`src/rtl/gin_pkg.sv`:
```
// gin_pkg: shared constants and types for the Global Input Network bus segment.
// The optional broadcast behaviour is selected with the GIN_BROADCAST_EN macro
// (see gin_mc.sv); nothing in this package depends on it.
package gin_pkg;

  // Default geometry of one X-bus segment.
  localparam int GIN_MASTER_NUMS = 14;
  localparam int GIN_ID_LEN      = 4;
  localparam int GIN_VALUE_LEN   = 8;

  // All-ones tag: reserved. It targets no port, or every port when broadcast
  // is enabled. Also the reset value of every port ID.
  localparam logic [GIN_ID_LEN-1:0] GIN_RSVD_TAG = {GIN_ID_LEN{1'b1}};

  // Source word as seen on enable_tag_value, MSB first.
  typedef struct packed {
    logic                     enable;
    logic [GIN_ID_LEN-1:0]    tag;
    logic [GIN_VALUE_LEN-1:0] value;
  } gin_etv_t;

endpackage : gin_pkg

```
`src/rtl/gin_mc.sv`:
```
// gin_mc: per-port multicast controller. It holds one stage of the ID scan
// chain, compares the bus tag against the local ID and produces the port
// enable plus this port's contribution to the bus ready.
// Build option: GIN_BROADCAST_EN -- when defined, the all-ones tag hits every
// port; otherwise the all-ones tag hits nothing.
module gin_mc
  import gin_pkg::*;
#(
  parameter int ID_LEN    = GIN_ID_LEN,
  parameter int VALUE_LEN = GIN_VALUE_LEN
) (
  input  logic                 clk_i,
  input  logic                 rst_ni,
  input  logic                 set_id_i,
  input  logic [ID_LEN-1:0]    scan_i,
  input  logic                 enable_i,
  input  logic [ID_LEN-1:0]    tag_i,
  input  logic [VALUE_LEN-1:0] value_i,
  input  logic                 master_ready_i,
  output logic [ID_LEN-1:0]    scan_o,
  output logic [VALUE_LEN:0]   enable_data_o,
  output logic                 ready_o
);

  // Reserved tag at this instance's ID width.
  localparam logic [ID_LEN-1:0] RSVD_TAG = {ID_LEN{1'b1}};

  logic [ID_LEN-1:0] id_q;
  logic [ID_LEN-1:0] id_d;
  logic              tag_hit_s;
  logic              port_en_s;

  // Scan stage: shift in the upstream ID while set_id is high, hold otherwise.
  always_comb begin
    id_d = id_q;
    if (set_id_i) begin
      id_d = scan_i;
    end else begin
      id_d = id_q;
    end
  end

  // ID register; reset to the reserved tag so nothing matches until loaded.
  always_ff @(posedge clk_i or negedge rst_ni) begin
    if (!rst_ni) begin
      id_q <= RSVD_TAG;
    end else begin
      id_q <= id_d;
    end
  end

  // Tag comparator; the reserved tag is decoded before the ID compare.
  always_comb begin
    tag_hit_s = 1'b0;
`ifdef GIN_BROADCAST_EN
    if (tag_i == RSVD_TAG) begin
      tag_hit_s = 1'b1;
    end else begin
      tag_hit_s = (tag_i == id_q);
    end
`else
    if (tag_i == RSVD_TAG) begin
      tag_hit_s = 1'b0;
    end else begin
      tag_hit_s = (tag_i == id_q);
    end
`endif
  end

  // Port enable and ready term; scanning suppresses every delivery.
  always_comb begin
    port_en_s = 1'b0;
    if (set_id_i) begin
      port_en_s = 1'b0;
    end else begin
      port_en_s = enable_i && tag_hit_s;
    end
    // A port that is not addressed never holds the bus back.
    ready_o = (!tag_hit_s) || master_ready_i;
  end

  assign enable_data_o = {port_en_s, value_i};
  assign scan_o        = id_q;

endmodule : gin_mc

```
`src/rtl/gin_bus.sv`:
```
// gin_bus: one GIN bus segment. A single source broadcasts {enable, tag, value}
// to MASTER_NUMS PE ports; only ports whose scanned-in ID equals the tag see
// an asserted enable. The datapath is combinational; only the per-port IDs
// are state. Build option: GIN_BROADCAST_EN (handled inside gin_mc).
module gin_bus
  import gin_pkg::*;
#(
  parameter int MASTER_NUMS = GIN_MASTER_NUMS,
  parameter int ID_LEN      = GIN_ID_LEN,
  parameter int VALUE_LEN   = GIN_VALUE_LEN
) (
  input  logic                      clk,
  input  logic                      rst,
  input  logic [ID_LEN+VALUE_LEN:0] enable_tag_value,
  output logic                      ready,
  input  logic                      master_ready       [MASTER_NUMS],
  output logic [VALUE_LEN:0]        master_enable_data [MASTER_NUMS],
  input  logic                      set_id,
  input  logic [ID_LEN-1:0]         id_scan_in,
  output logic [ID_LEN-1:0]         id_scan_out
);

  logic                   bus_enable_s;
  logic [ID_LEN-1:0]      bus_tag_s;
  logic [VALUE_LEN-1:0]   bus_value_s;
  logic [ID_LEN-1:0]      scan_chain_s [MASTER_NUMS];
  logic [MASTER_NUMS-1:0] ready_term_s;

  // Split the source word into its fields.
  always_comb begin
    bus_enable_s = enable_tag_value[ID_LEN+VALUE_LEN];
    bus_tag_s    = enable_tag_value[ID_LEN+VALUE_LEN-1 -: ID_LEN];
    bus_value_s  = enable_tag_value[VALUE_LEN-1:0];
  end

  for (genvar g = 0; g < MASTER_NUMS; g++) begin : g_port
    logic [ID_LEN-1:0] scan_in_s;

    // Port 0 takes the external scan input; the rest chain from their neighbour.
    if (g == 0) begin : g_head
      assign scan_in_s = id_scan_in;
    end else begin : g_link
      assign scan_in_s = scan_chain_s[g-1];
    end

    gin_mc #(
      .ID_LEN    (ID_LEN),
      .VALUE_LEN (VALUE_LEN)
    ) u_mc (
      .clk_i          (clk),
      .rst_ni         (rst),
      .set_id_i       (set_id),
      .scan_i         (scan_in_s),
      .enable_i       (bus_enable_s),
      .tag_i          (bus_tag_s),
      .value_i        (bus_value_s),
      .master_ready_i (master_ready[g]),
      .scan_o         (scan_chain_s[g]),
      .enable_data_o  (master_enable_data[g]),
      .ready_o        (ready_term_s[g])
    );
  end

  // Bus ready: every addressed port must be ready, and never while scanning.
  always_comb begin
    ready = 1'b0;
    if (set_id) begin
      ready = 1'b0;
    end else begin
      ready = &ready_term_s;
    end
  end

  assign id_scan_out = scan_chain_s[MASTER_NUMS-1];

endmodule : gin_bus

```
`config.mk`:
```
export PLATFORM = sky130hd
export DESIGN_NAME = gin_bus
export DESIGN_NICKNAME = d
export VERILOG_FILES = /design/src/rtl/gin_pkg.sv /design/src/rtl/gin_mc.sv /design/src/rtl/gin_bus.sv
export SDC_FILE = /design/constraint.sdc
export NUM_CORES = 1
export LEC_CHECK = 0
export ABC_CLOCK_PERIOD_IN_PS = 2100
export CORE_ASPECT_RATIO = 0.9
export CORE_MARGIN = 8
export CORE_UTILIZATION = 45
export CTS_BUF_LIST = sky130_fd_sc_hd__clkbuf_2
export CTS_CLUSTER_SIZE = 14
export DETAILED_ROUTE_END_ITERATION = 8
export PLACE_DENSITY = 0.87
export SKIP_CTS_REPAIR_TIMING = 1
export SLEW_MARGIN = 0
export SYNTH_ARGS = -nofsm -noshare
export SYNTH_HDL_FRONTEND = slang
export SYNTH_SLANG_ARGS = --single-unit
```
`constraint.sdc`:
```
create_clock -name clk -period 2.1 [get_ports clk]
set_input_delay 0.315 -clock clk [delete_from_list [all_inputs] [get_ports clk]]
set_output_delay 0.315 -clock clk [all_outputs]
set_load 0.02 [all_outputs]
```
==> impl_results.md, run 1 <==
* Final Util at 50.2%
* Clock-pin slew on the worst setup and hold paths at 320 ps
* DR iter-0 viols at 155
* Commonest cells in the netlist: buf_4, dfstp_2, mux2_2
* Antenna-violating nets left at 0
* Worst VDD drop at 0.000828 V
* Root Driver: clkbuf_2
* Count leader, synth: buf_4
* Initial core utilization at 46.3%
* Leading area contributor after synthesis: dfstp_2
* Multi-input logic area at 1620 sq um
* Gr busiest metal: met2
* CP max stage delay at around 640 ps
* Htree depth at 2
* Tcrit/Tclk final at 123%
* RSZ-0062 raised after global routing: yes
* Final min period at 2580 ps
* TritonCTS Buffers at 5
* Slowest CP cell: dfstp_2
* First-pass GRT wire length at 12.3 mm
* Max Cap Viol at 0
* IO buf count at 44
* Hold Crit Class: primary input to async pin
* Fraction of layout instances using a drive strength above 1 at just over 70%
* Ports at roughly 170
* Worst EP arrival at about 2300 ps
* Final Non-Filler Cells at 448
* Met2 usage at 23.3%
* Crit-path max FO at 3
* Clk sinks at 56
* Fill cells at 672
* Number of global-route vias before repair at ~2400
* Power Density at 1080 nW/um^2
* Final setup fails at 8
* Synth top area share at a little under two fifths
* Vias at 2221
* Total Routing Usage GR at 12.9%
* Die ar. at 12000 sq um
* Remaining Overflow, GRT at 0
* Synth cell types at 23
* Initial antenna violation count at 0
* Violated checks: setup timing
* DP HPWL at 6.03 mm
* Top cells by area, synth: dfstp_2, buf_4, mux2_2, xnor2_1, nand4_1
* Inst Count DP at 435
* FP Rows at 32
* DRC viols at 0
* Final wirelength at approximately 8.6 mm
* Flip-flop count of the largest register after layout at 56
* Register Area at ~1500 sq um
* Syn Area/Cell at 11.1 sq um
* Per-cell routed wire length at 19.3 microns
* Final worst slack at -483 ps
* Die height at 105 microns
* Max_slew headroom at 53.1%
* Vias/cell at 4.96
* R2r setup slk at 1130 ps
* Status: complete, but fails checks
* Cells along the critical path: xnor2_1 > nand4_1 > o22ai_2 > or4_4 > o21ai_4 > buf_6
* Final nets at around 360
* Family with the most delay on the worst path: flip-flops
* M3 GR Usage at under 10%
* CP Class: register to output pin
* Number of synthesized flops with an enable pin at 0
* Worst skew pair latency at 490 ps
* Die width at 115 microns
* Seq cells post-synth at 56
* Yosys warnings at 0
* Final hold vios at 0
* Post-synth ARST share at 100%
* Met1 Use GR at 14.4%
* Count of pins over their slew limit at 0
* Slew @ Worst Pin at between 700 and 800 ps
* Sequential cell area fraction in the yosys report at 37.3%
* Worst setup EP type: output pin
* DR pass1 iterations at 4
* CTS tree: yes
* Bufs on Longest Clock Path at 2
* Critical path data required time at 1780 ps
* CP Launch Type: register
* Core area at 8530 sq um
* Largest net degree at the start of global routing at 57
* RD Place Congestion at 0.904
* Reg2Reg Depth at 2
* CP Launch Point: g_port[7].u_mc.scan_o[2]
* Synth-to-Final Area Change at 8.50%
* Pre-CTS setup slack at -890 ps
* Layout Skew at 34.6 ps
* Netlist Area Pre-Place at 3950 sq um
* Max Fclk at 387 MHz
* Cells after synthesis at 355
* Crit path buf inv count at 1
* Main synth FF type: dfstp_2
* Syn_nets at 389
* RR Endpoint: g_port[2].u_mc.scan_o[2]
* Diodes inserted at 0
* Leakage at 1.75 nW
* Reg2reg start: g_port[2].u_mc.scan_o[2]
-- cells in the final DEF, fill, tap and decap left out, types with 5 or more instances in the layout --
master | netlist | routed
buf_4 | 126 | 60
mux2_2 | 56 | 56
dfstp_2 | 56 | 56
xnor2_1 | 54 | 34
xnor2_2 | 0 | 20
clkdlybuf4s50_1 | 0 | 19
nand4_1 | 16 | 16
buf_6 | 4 | 15
nor2_4 | 0 | 10
dlymetal6s2s_1 | 0 | 8
nor2_1 | 15 | 5
clkbuf_2 | 0 | 5
-- worst register-to-register path: cells and delay by family (launching register included) --
| family | cells | cell delay, ps |
|---|---|---|
| flip-flops | 1 | 650 |
| multiplexers | 1 | 160 |
| buffers and inverters | 1 | 130 |
-- layout make-up --
cell class	count	area share, %
Timing Repair Buffer	108	23.0
Clock buffer	5	0.585
Multi-Input combinational cell	157	37.9
Tap cell	119	3.48
Sequential cell	56	34.4
Clock inverter	3	0.672
-- worst max path at each step --
stage | to | depth (start not counted) | slack [ps]
2_1_floorplan | ready | 5 | 140
3_3_place_gp | ready | 8 | -880
3_5_place_dp | ready | 8 | -890
4_1_cts | ready | 6 | -1020
5_1_grt | ready | 6 | -540
6_report | ready | 6 | -480
-- routing by layer --
layer  wire length (microns)  share of wire (%)
met1                    3220                 37
met2                    4670                 54
met3                     566                6.6
met4                     185                2.1
met5                       0                  0
-- logic make-up (layout without fill, tap and decap cells) --
family	after synthesis	after routing	synth area share (%)
AO/OA/AOI/OAI	8	8	1.40
XOR/XNOR	56	56	12.4
buffers and inverters	142	116	27.8
flip-flops	56	56	37.3
multiplexers	56	56	16.0
AND/OR/NAND/NOR	37	37	5.04
-- where the power goes --
part	total [W]	switching, W	leakage (nW)	internal [W]
Combinational	0.00196	0.000736	1.13	0.00122
Clock	0.000491	0.000389	0.0359	0.000102
Sequential	0.00219	0.000422	0.588	0.00177
Total	0.00464	0.00155	1.75	0.00309
-- stage by stage --
| step | hold WS (ps) | power, W | area [sq um] | setup TNS, ps |
|---|---|---|---|---|
| 3_5_place_dp | 627 | 0.00390 | 3910 | -8640 |
| 4_1_cts | 140 | 0.00438 | 3960 | -9170 |
| 3_3_place_gp | 621 | 0.00380 | 3910 | -8010 |
| 5_1_grt | 158 | 0.00487 | 4280 | -1730 |
| 6_report | 132 | 0.00464 | 4280 | -789 |
| 2_1_floorplan | 167 | 0.00338 | 3950 | 0 |
No activity file was read; power rests on OpenSTA's default activity.
==> run 2, diff against run 1 <==
--- a/config.mk
+++ b/config.mk
@@ -6,6 +6,7 @@
 export NUM_CORES = 1
 export LEC_CHECK = 0
 export ABC_CLOCK_PERIOD_IN_PS = 2100
+export CAP_MARGIN = 20
 export CORE_ASPECT_RATIO = 0.9
 export CORE_MARGIN = 8
 export CORE_UTILIZATION = 45
@@ -13,6 +14,7 @@
 export CTS_CLUSTER_SIZE = 14
 export DETAILED_ROUTE_END_ITERATION = 8
 export PLACE_DENSITY = 0.87
+export SETUP_SLACK_MARGIN = 0.4
 export SKIP_CTS_REPAIR_TIMING = 1
 export SLEW_MARGIN = 0
 export SYNTH_ARGS = -nofsm -noshare
==> run 2 against run 1 <==
  * Sequential share of layout area is 1.6 points lower
  * Routed wire length is 3.1% higher
  * Worst hold slack better by 88 ps
  * The run still ends with setup timing left
  * Critical path type unchanged
  * Critical endpoint unchanged
==> impl_results.md, run 2 (synthesized netlist as in run 1, its figures left out) <==
* Worst VDD drop at 0.000869 V (was 0.000828 V)
* R2r setup slk at 1100 ps (was 1130 ps)
* RR Endpoint: g_port[6].u_mc.scan_o[2] (was g_port[2].u_mc.scan_o[2])
* Vias/cell at 4.93 (was 4.96)
* Leakage at 1.85 nW (was 1.75 nW)
* Initial antenna violation count at 0 (unchanged)
* Critical path data required time at 1780 ps (about the same)
* Ports at 165 (unchanged)
* Layout Skew at 10.3 ps (was 34.6 ps)
* Fraction of layout instances using a drive strength above 1 at 75.0% (was 71.1%)
* Initial core utilization at 46.3% (unchanged)
* Diodes inserted at 0 (unchanged)
* TritonCTS Buffers at 5 (unchanged)
* CP Class: register to output pin (unchanged)
* Final setup fails at 7 (was 8)
* Clk sinks at 56 (unchanged)
* DP HPWL at 6.32 mm (was 6.03 mm)
* IO buf count at 44 (unchanged)
* Synth-to-Final Area Change at 13.9% (was 8.50%)
* Core area at 8530 sq um (unchanged)
* Flip-flop count of the largest register after layout at 56 (unchanged)
* Htree depth at 2 (unchanged)
* Worst EP arrival at 2220 ps (was 2270 ps)
* Multi-input logic area at 1650 sq um (was 1620 sq um)
* Count of pins over their slew limit at 0 (unchanged)
* Crit-path max FO at 2 (was 3)
* Clock-pin slew on the worst setup and hold paths at 260 ps (was 320 ps)
* Hold Crit Class: primary input to async pin (unchanged)
* DR iter-0 viols at 170 (was 155)
* Per-cell routed wire length at 18.9 microns (was 19.3 microns)
* Remaining Overflow, GRT at 0 (unchanged)
* Die height at 105 microns (unchanged)
* DRC viols at 0 (unchanged)
* Max Fclk at 395 MHz (was 387 MHz)
* Vias at 2323 (was 2221)
* Root Driver: clkbuf_2 (unchanged)
* DR pass1 iterations at 4 (unchanged)
* First-pass GRT wire length at 12.5 mm (was 12.3 mm)
* Number of global-route vias before repair at 2404 (was 2353)
* Total Routing Usage GR at 13.3% (was 12.9%)
* Status: complete, but fails checks (unchanged)
* Most common cell after layout, fill and taps aside: buf_4 (unchanged)
* Register Area at 1470 sq um (unchanged)
* CP Launch Point: g_port[1].u_mc.scan_o[0] (was g_port[7].u_mc.scan_o[2])
* Reg2Reg Depth at 3 (was 2)
* Power Density at 1080 nW/um^2 (about the same)
* Max Cap Viol at 0 (unchanged)
* Final Non-Filler Cells at 471 (was 448)
* Final min period at 2530 ps (was 2580 ps)
* Die width at 115 microns (unchanged)
* Tcrit/Tclk final at 121% (was 123%)
* Worst setup EP type: output pin (unchanged)
* Reg2reg start: g_port[6].u_mc.scan_o[2] (was g_port[2].u_mc.scan_o[2])
* Die ar. at 12000 sq um (unchanged)
* CTS tree: yes (unchanged)
* Fill cells at 678 (was 672)
* Hold Slack at 220 ps (was 132 ps)
* Worst skew pair latency at 460 ps (was 490 ps)
* Violated checks: setup timing (unchanged)
* Slew @ Worst Pin at 688 ps (was 704 ps)
* Final nets at 385 (was 362)
* Bufs on Longest Clock Path at 2 (unchanged)
* RD Place Congestion at 0.871 (was 0.904)
* Final hold vios at 0 (unchanged)
* Final worst slack at -433 ps (was -483 ps)
* Most frequent cells in the layout: buf_4, mux2_2, dfstp_2 (unchanged)
* FP Rows at 32 (unchanged)
* Antenna-violating nets left at 0 (unchanged)
* Final wirelength at 8.91 mm (was 8.64 mm)
* Largest net degree at the start of global routing at 53 (was 57)
* Max_slew headroom at 54.1% (was 53.1%)
* CP Launch Type: register (unchanged)
* Inst Count DP at 450 (was 435)
* RSZ-0062 raised after global routing: yes (unchanged)
run 2: worst max-delay path by stage:
stage | endpoint | slack [ps] | cells after the start
5_1_grt | ready | -530 | 6
6_report | ready | -430 | 6
3_3_place_gp | ready | -820 | 8
3_5_place_dp | ready | -850 | 8
4_1_cts | ready | -950 | 6
2_1_floorplan | ready | 260 | 5
run 2: per-stage QoR:
step | total power, W | cell area, sq um | setup WS, ps | util [%] | setup TNS (ps)
after floorplan | 0.00341 | 3960 | 256 | - | 0
after global placement | 0.00398 | 4030 | -823 | 47.3 | -10130
after detailed placement | 0.00408 | 4030 | -846 | 47.3 | -10380
after CTS | 0.00450 | 4080 | -946 | 47.8 | -10570
after global routing | 0.00510 | 4490 | -535 | 52.7 | -1620
final | 0.00485 | 4490 | -433 | 52.7 | -648
run 2: worst max-delay path, cell delays in order (launching register included):
cell     delay, ps
dfstp_2        620
xnor2_2         90
nand4_1        130
o22ai_1        100
or4_4          570
o21ai_4        140
buf_6          130
run 2: final cells by class:
class                   count  share of cell area [%]
multi-input cells         157                    36.8
repair buffers            131                    26.2
flip-flops and latches     56                    32.8
clock inverters             2                   0.251
clock buffers               6                   0.669
well taps                 119                    3.31
run 2: metal layers:
layer / global-route usage [%] / share of wire (%)
met5: 0 / 0
met4: 4.87 / 3.3
met3: 3.39 / 6.3
met2: 24.6 / 55
met1: 14.0 / 35
run 2: report_power, final:
part	switching [W]	internal, W
Sequential	0.000394	0.00177
Clock	0.000338	0.0000827
Combinational	0.000848	0.00142
==> run 3, diff against run 2 <==
--- a/config.mk
+++ b/config.mk
@@ -16,7 +16,7 @@
 export PLACE_DENSITY = 0.87
 export SETUP_SLACK_MARGIN = 0.4
 export SKIP_CTS_REPAIR_TIMING = 1
-export SLEW_MARGIN = 0
+export SLEW_MARGIN = 20
 export SYNTH_ARGS = -nofsm -noshare
 export SYNTH_HDL_FRONTEND = slang
 export SYNTH_SLANG_ARGS = --single-unit
==> results of run 3 <==
No change in the layout: final DEF, timing and power equal those of run 2.
